--- config.mk ---
export PLATFORM = sky130hd
export DESIGN_NAME = ram_arbiter
export DESIGN_NICKNAME = d
export VERILOG_FILES = /design/src/rtl/ram_arb_pkg.sv /design/src/rtl/ram_arbiter.sv
export SDC_FILE = /design/constraint.sdc
export NUM_CORES = 1
export LEC_CHECK = 0
export BUFFER_PORTS_ARGS = -buffer_cell sky130_fd_sc_hd__buf_2
export CAP_MARGIN = 20
export CORE_AREA = 2 2 102 104
export CTS_BUF_LIST = sky130_fd_sc_hd__clkbuf_2 sky130_fd_sc_hd__clkbuf_4 sky130_fd_sc_hd__clkbuf_8
export DETAILED_ROUTE_END_ITERATION = 6
export DIE_AREA = 0 0 104 106
export GPL_TIMING_DRIVEN = 0
export PLACE_DENSITY = 0.61
export RECOVER_POWER = 100
export SYNTH_ARGS = -nofsm -noshare
export SYNTH_HDL_FRONTEND = slang
export SYNTH_SLANG_ARGS = --single-unit
--- constraint.sdc ---
create_clock -name clk -period 2.31 [get_ports clk]
set_input_delay 0.462 -clock clk [delete_from_list [all_inputs] [get_ports clk]]
set_output_delay 0.462 -clock clk [all_outputs]
set_load 0.01 [all_outputs]
--- src/rtl/ram_arb_pkg.sv ---
// ram_arb_pkg: shared types and constants for ram_arbiter.
//   rsp_owner_e - which requester owns the response returning next cycle.
//   WSTRB_READ  - dbus write-strobe value that denotes a read.
package ram_arb_pkg;

  typedef enum logic [1:0] {
    NONE = 2'd0,
    IBUS = 2'd1,
    DBUS = 2'd2
  } rsp_owner_e;

  localparam logic [3:0] WSTRB_READ = 4'b0000;

endpackage

--- src/rtl/ram_arbiter.sv ---
// ram_arbiter: shares one single-port-read / single-port-write RAM between
// the instruction-fetch bus (ibus, read-only) and the data bus (dbus).
// One access is granted per cycle; the response returns one cycle later
// on the port that was granted.
//
// Ports:
//   clk, rst                 - clock, async active-high reset
//   i_req/i_addr             - ibus request (byte address)
//   i_gnt/i_rvalid/i_rdata/i_err - ibus grant and response
//   d_req/d_wstrb/d_addr/d_wdata - dbus request (wstrb==0 is a read)
//   d_gnt/d_rvalid/d_rdata/d_err - dbus grant and response
//   ram_*                    - RAM ports; ram_rdata valid cycle after ram_ren
//
// Build option: define RAM_ARB_RR_EN for round-robin arbitration; otherwise
// dbus has fixed priority over ibus.
module ram_arbiter
  import ram_arb_pkg::*;
#(
  parameter int DEPTH = 4096,
  parameter int AW    = 32
) (
  input  logic                     clk,
  input  logic                     rst,
  input  logic                     i_req,
  input  logic [AW-1:0]            i_addr,
  output logic                     i_gnt,
  output logic                     i_rvalid,
  output logic [31:0]              i_rdata,
  output logic                     i_err,
  input  logic                     d_req,
  input  logic [3:0]               d_wstrb,
  input  logic [AW-1:0]            d_addr,
  input  logic [31:0]              d_wdata,
  output logic                     d_gnt,
  output logic                     d_rvalid,
  output logic [31:0]              d_rdata,
  output logic                     d_err,
  output logic [$clog2(DEPTH)-1:0] ram_waddr,
  output logic [3:0]               ram_wen,
  output logic [31:0]              ram_wdata,
  output logic                     ram_ren,
  output logic [$clog2(DEPTH)-1:0] ram_raddr,
  input  logic [31:0]              ram_rdata
);

  localparam int WW = $clog2(DEPTH);
  localparam logic [AW-1:0] DEPTH_W = AW'(DEPTH);

  logic          i_oor, d_oor, d_wr;
  logic [WW-1:0] i_wa, d_wa;

  rsp_owner_e rsp_owner;
  logic       rsp_err, rsp_wr, last_d;

  // Byte offset bits never select anything.
  logic unused_byte_bits;
  assign unused_byte_bits = ^{i_addr[1:0], d_addr[1:0]};

  assign i_wa  = i_addr[WW+1:2];
  assign d_wa  = d_addr[WW+1:2];
  // Compare the full word address so high-order bits beyond the RAM index
  // still flag the access as out of range instead of aliasing.
  assign i_oor = (i_addr >> 2) >= DEPTH_W;
  assign d_oor = (d_addr >> 2) >= DEPTH_W;
  assign d_wr  = d_wstrb != WSTRB_READ;

  // Grants are forced low during reset so every output reads 0 while rst is high.
  always_comb begin
    i_gnt = 1'b0;
    d_gnt = 1'b0;
    if (!rst) begin
`ifdef RAM_ARB_RR_EN
      if (i_req && d_req) begin
        d_gnt = !last_d;
        i_gnt = last_d;
      end else begin
        d_gnt = d_req;
        i_gnt = i_req;
      end
`else
      d_gnt = d_req;
      i_gnt = i_req && !d_req;
`endif
    end
  end

`ifndef RAM_ARB_RR_EN
  // Fixed priority still tracks last_d; nothing consumes it in this build.
  logic unused_last_d;
  assign unused_last_d = last_d;
`endif

  // Out-of-range accesses are granted but never touch the RAM.
  always_comb begin
    ram_wen   = 4'b0000;
    ram_waddr = '0;
    ram_wdata = '0;
    ram_ren   = 1'b0;
    ram_raddr = '0;
    if (d_gnt && !d_oor) begin
      if (d_wr) begin
        ram_wen   = d_wstrb;
        ram_waddr = d_wa;
        ram_wdata = d_wdata;
      end else begin
        ram_ren   = 1'b1;
        ram_raddr = d_wa;
      end
    end else if (i_gnt && !i_oor) begin
      ram_ren   = 1'b1;
      ram_raddr = i_wa;
    end
  end

  always_ff @(posedge clk or posedge rst) begin
    if (rst) begin
      rsp_owner <= NONE;
      rsp_err   <= 1'b0;
      rsp_wr    <= 1'b0;
      last_d    <= 1'b0;
    end else begin
      if (d_gnt) begin
        rsp_owner <= DBUS;
        rsp_err   <= d_oor;
        rsp_wr    <= d_wr;
      end else if (i_gnt) begin
        rsp_owner <= IBUS;
        rsp_err   <= i_oor;
        rsp_wr    <= 1'b0;
      end else begin
        rsp_owner <= NONE;
        rsp_err   <= 1'b0;
        rsp_wr    <= 1'b0;
      end
      if (d_gnt || i_gnt) last_d <= d_gnt;
    end
  end

  assign i_rvalid = rsp_owner == IBUS;
  assign d_rvalid = rsp_owner == DBUS;
  assign i_err    = i_rvalid && rsp_err;
  assign d_err    = d_rvalid && rsp_err;
  assign i_rdata  = (i_rvalid && !rsp_err) ? ram_rdata : 32'h0;
  assign d_rdata  = (d_rvalid && !rsp_err && !rsp_wr) ? ram_rdata : 32'h0;

endmodule

==> results of run 1 <==
worst max-delay path: stages:
cell and delay (ns):
buf_6 0.10, nor4_4 0.27, nand3_2 0.16, or3_1 0.35, buf_6 0.16, buf_12 0.14, o22ai_4 0.15, buf_2 0.15
through the flow:
stage               std cells  power (mW)  TNS [ns]
global placement          602      0.3042    -23.01
detailed placement        602      0.3058    -23.95
floorplan                 204      0.1460         0
finish                    621      0.4758    -2.295
global route              621      0.5114    -10.69
CTS                       619      0.4770    -3.217
flip-flops by register name, indices dropped and copies added (netlist names):
name / cells
rsp_wr: 1
rsp_err: 1
rsp_owner: 2
worst paths after layout:
kind | from | end | depth (start not counted)
setup / recovery | d_addr[27] | ram_raddr[6] | 8
hold / removal | rst | rsp_err$_DFF_PP0_ | 2
max in group asynchronous | rst | rsp_owner[1]$_DFF_PP0_ | 2
min in group clk | rst | rsp_owner[0]$_DFF_PP0_ | 2
cells by family after synthesis:
family                 count (synthesis)  share of synthesized area [%]
and+or+nand+nor                      163                          74.11
buffers and inverters                 23                          8.757
AOI/OAI and AO/OA                     14                          9.604
DFF                                    4                          7.533
what timing repair did:
action / 4_1_cts / 5_1_grt
setup buffers: 9 / 1
hold buffers: 0 / 0
gates resized for setup: 85 / 45
pin swaps: 45 / 5
endpoints found under the setup margin: 106 / 103
cloned: 5 / 1
power breakdown:
group          internal (mW)  leakage [nW]  switching, mW  total [mW]
clock network          0.111        0.0216         0.0347       0.146
registers             0.0744        0.0517        0.00358      0.0779
logic                  0.135          1.90          0.117       0.252
layer usage:
layer | vias to the layer above | routed length, um
li1 | 1213 | -
met1 | 1095 | 3245
met2 | 153 | 4243
met4 | 0 | 106
met3 | 10 | 734
met5 | - | 0
final cells by class:
cell class                      count  share of cell area (%)
Timing Repair Buffer              278                   48.52
Buffer                             15                   4.198
Sequential cell                     4                   2.846
Multi-Input combinational cell    177                   37.57
Inverter                            8                  0.8538
Clock buffer                        3                   1.174
Tap cell                          136                   4.838
cell usage in the layout, fill, tap and decap left out, types with 2 or more instances in the layout:
cell / synthesis / final
dfrtp_1: 4 / 4
clkbuf_8: 0 / 7
clkbuf_1: 8 / 10
buf_2: 1 / 217
clkbuf_2: 4 / 8
nor2b_1: 3 / 3
nor2_1: 7 / 4
buf_4: 0 / 6
o22ai_4: 0 / 2
and2_1: 110 / 83
inv_1: 8 / 8
nor4_1: 4 / 3
nand2_1: 26 / 25
nor3b_2: 0 / 2
buf_6: 1 / 42
buf_8: 0 / 3
and2_4: 0 / 26
nor4_4: 1 / 5
o22ai_2: 6 / 11
nor2_4: 0 / 3
==> impl_metrics.toml, run 1 <==
[timing]
max_freq_mhz = 416.5
fin_crit_sh_pct = 103.9
maxSlewViolCount = 0
worstMarginPinSlew_ns = 0.5165
hold_slack_ns = 0.1557
setup_viol = 53
period_minus_slack_ns = 2.401
rsz0062_at_grt = "yes"
hold_viol_final = 0
setup_ws_ns = -0.09084
relSlewSlack_pct = 65.41

[grt]
grtUsageMet1_pct = 14.87
grt_max_degree = 11
busiest_layer = "met2"
grt_pass1_vias = 2359
grt_use_total_pct = 13.37
grt_use_met3_pct = 3.556
grt_pass1_wl_mm = 11.90
grtUsageMet2_pct = 25.38
antenna_found_initial = 0
gr-total-overflow = 0

[cts]
clock_sinks = 4
clock_path_buffers = 2
clockRootBuffer = "clkbuf_8"
clk_pin_slew_ns = 0.03
htree_levels = 1
cts_tree = "yes"
cts_inserted_buffers = 3

[final_layout]
n_fill_cell = 1084
final_cell_area_sq_mm = 0.003517
postLayoutCoreUtil_pct = 35.17
multiInputGateArea_sq_mm = 0.001321
antenna_cells = 0
nets = 623
area_delta_synth_final_pct = 164.7
layout-drive-gt1-share_pct = 70.10
ff_latch_area_sq_um = 100.1

[route]
drt_pass1_iterations = 4
via_count = 2471
ant_nets = 0
drc = 0
drt-initial-drc-count = 77
wire_per_inst_um = 13.41
routed_wl_mm = 8.330
viasPerCell = 3.979

[flow_run]
maxCapViolCount = 0

[worst_setup_path]
crit_fanout = 5
critPathLaunchType = "input port"
worstPathRequired_ns = 1.85
worst-setup-path-type = "input port to output port"
arrival_ns = 1.94
end_kind = "output port"

[floorplanning]
die_h_um = 106
die_w_um = 104
start_util_pct = 13.29
core_sq_mm = 0.01000
die-area_sq_mm = 0.01102
io_pins = 267
num_rows = 37

[synthesis]
synth_top_area_share_pct = 51.79
syn_area_per_cell_sq_um = 6.514
synth.distinct_cells = 23
ys.flop_type = "dfrtp_1"
synth-seq-area-share_pct = 7.533
synthTopCellsByArea = "and2_1 (52%), dfrtp_1 (7.5%), nand2_1 (7.3%)"
syn_nets = 340
synth_edf_count = 0
synth_commonest_cells = "and2_1 (110), nand2_1 (26), clkbuf_1 (8), inv_1 (8)"
synth.largest_area_cell = "and2_1"
syn-cell-area_sq_mm = 0.001329
async_reset_ff_share_pct = 100.0
yosysWarningCount = 0
netlist_instances = 204
synthMostInstantiatedCell = "and2_1"
ys_seq_elements = 4

[pwr]
powerDensity_mw_per_mm2 = 135.3
leakage_nw = 1.969
ir_worst_vdd_mv = 0.08124

[placement]
place_ws_ns = -0.4508
dp_hpwl_mm = 6.465
io_buffers = 262
gp_congestion = 0.7620
dpl_cell_area_sq_mm = 0.002810

[worst_hold_path]
hold_path.class = "input port to asynchronous set/reset pin"

[run_status]
failed_checks = "negative setup slack"
outcome = "finished with violations"
Note: power is estimated with default switching activity, not from simulation.
==> run 2, diff against run 1 <==
- MAX_ROUTING_LAYER: default -> met4
- REMOVE_ABC_BUFFERS: default -> 1
==> run 2 against run 1 <==
  * The run still ends with negative setup slack left
  * Cell count shrank 2.3%
  * Count of clock-buffer cells in the layout did not move
  * Sequential share of layout area increased by 0.43 points
  * Largest power group unchanged
  * Critical path type unchanged
  * Highest routed layer is now met3
  * Clock power shrank 3%
  * Worst hold slack worse by 0.0049 ns
==> impl_metrics.toml, run 2 (synthesis results as in run 1) <==
[timing]
fin_crit_sh_pct = 100.5
setup_ws_ns = -0.01144
hold_viol_final = 0
relSlewSlack_pct = 53.81
period_minus_slack_ns = 2.321
setup_viol = 1
max_freq_mhz = 430.8
rsz0062_at_grt = "yes"
maxSlewViolCount = 0
worstMarginPinSlew_ns = 0.6898
hold_slack_ns = 0.1508
setup_tns_ns = -0.01144

[run_status]
outcome = "finished with violations"
failed_checks = "negative setup slack"

[floorplanning]
die-area_sq_mm = 0.01102
num_rows = 37
die_h_um = 106
die_w_um = 104
start_util_pct = 13.29
io_pins = 267
core_sq_mm = 0.01000

[grt]
antenna_found_initial = 0
grt_pass1_wl_mm = 11.92
grt_max_degree = 30
gr-total-overflow = 0
grt_pass1_vias = 2136
grt_use_total_pct = 13.99

[worst_setup_path]
arrival_ns = 1.86
critPathLaunchType = "input port"
path_cells = "buf_6 > nor4_4 > nand3_2 > or3_4 > o22ai_1 > buf_2"
worst-setup-path-type = "input port to output port"
end_kind = "output port"
path_depth = 6
crit_fanout = 17
path_buf_inv = 2
cp_top_family = "simple AND/OR/NAND/NOR gates"
slowest_delay_ns = 0.49
cp_slowest_cell = "or3_4"
worstPathRequired_ns = 1.85

[final_layout]
layout-drive-gt1-share_pct = 61.36
final_common_cell = "buf_2"
final_cells = 607
antenna_cells = 0
final_cell_area_sq_mm = 0.003055
regMostFlops = "rsp_owner"
nets = 609
area_delta_synth_final_pct = 129.9
largestRegisters = "rsp_owner (2), rsp_err (1), rsp_wr (1)"
layout_common_cells = "buf_2 (217), and2_1 (97), nand2_1 (24)"
largest_reg_flops = 2

[route]
top_layer_used = "met3"
drt_pass1_iterations = 4
viasPerCell = 3.883
wl_met3_um = 762
wl_met1_mm = 3.152
wire_per_inst_um = 13.97
ant_nets = 0
drc = 0
drt-initial-drc-count = 93
wl_met2_mm = 4.564
routed_wl_mm = 8.480
via_count = 2357

[cts]
cts_tree = "yes"
htree_levels = 1
clock_path_buffers = 2
clockRootBuffer = "clkbuf_8"
clk_pin_slew_ns = 0.03
cts_hold_buf = 0
cts_inserted_buffers = 3
clock_sinks = 4

[placement]
gp_congestion = 0.8065
dpl_cell_area_sq_mm = 0.002799
dp_hpwl_mm = 7.288
dp_cells = 592
io_buffers = 262
place_ws_ns = -0.7739

[pwr]
ir_worst_vdd_mv = 0.1356
leakage_nw = 1.765
powerDensity_mw_per_mm2 = 154.7

[flow_run]
maxCapViolCount = 0

[worst_hold_path]
hold_path.class = "input port to asynchronous set/reset pin"
-- run 2: final timing paths --
path	slack, ns	to	start
setup / recovery	-0.01	ram_raddr[4]	d_addr[17]
hold / removal	0.15	rsp_wr$_DFF_PP0_	rst
max in group asynchronous	2.03	rsp_owner[0]$_DFF_PP0_	rst
min in group clk	0.47	rsp_owner[0]$_DFF_PP0_	d_req
-- run 2: repair_timing --
item	CTS	global route
gates resized for setup	14	15
buffers inserted	4	7
pin swaps	2	1
setup endpoints to repair	62	99
gates cloned	0	1
-- run 2: power breakdown --
part           switching, mW  internal, mW
Clock                 0.0312         0.111
Sequential           0.00367        0.0744
Combinational          0.116         0.137
Total                  0.151         0.322
-- run 2: layer usage --
metal	vias up	GRT usage [%]
met4	0	1.448
met3	0	3.127
met5	-	-
met2	156	27.73
met1	1022	14.53
li1	1179	-
-- run 2: cell type report --
class                      instances  area, sq um
timing repair buffer             279         1504
multi-input combinational        177         1210
tap                              136        170.2
sequential                         4        100.1
fill                            1171         6944
inverter                           8        30.03
clock buffer                       3        41.29
-- run 2: stage by stage --
stage	power [mW]	utilization, %
5_1_grt	0.5046	30.56
2_1_floorplan	0.1434	-
6_report	0.4728	30.56
3_3_place_gp	0.3035	27.24
4_1_cts	0.4744	29.50
3_5_place_dp	0.3147	27.99
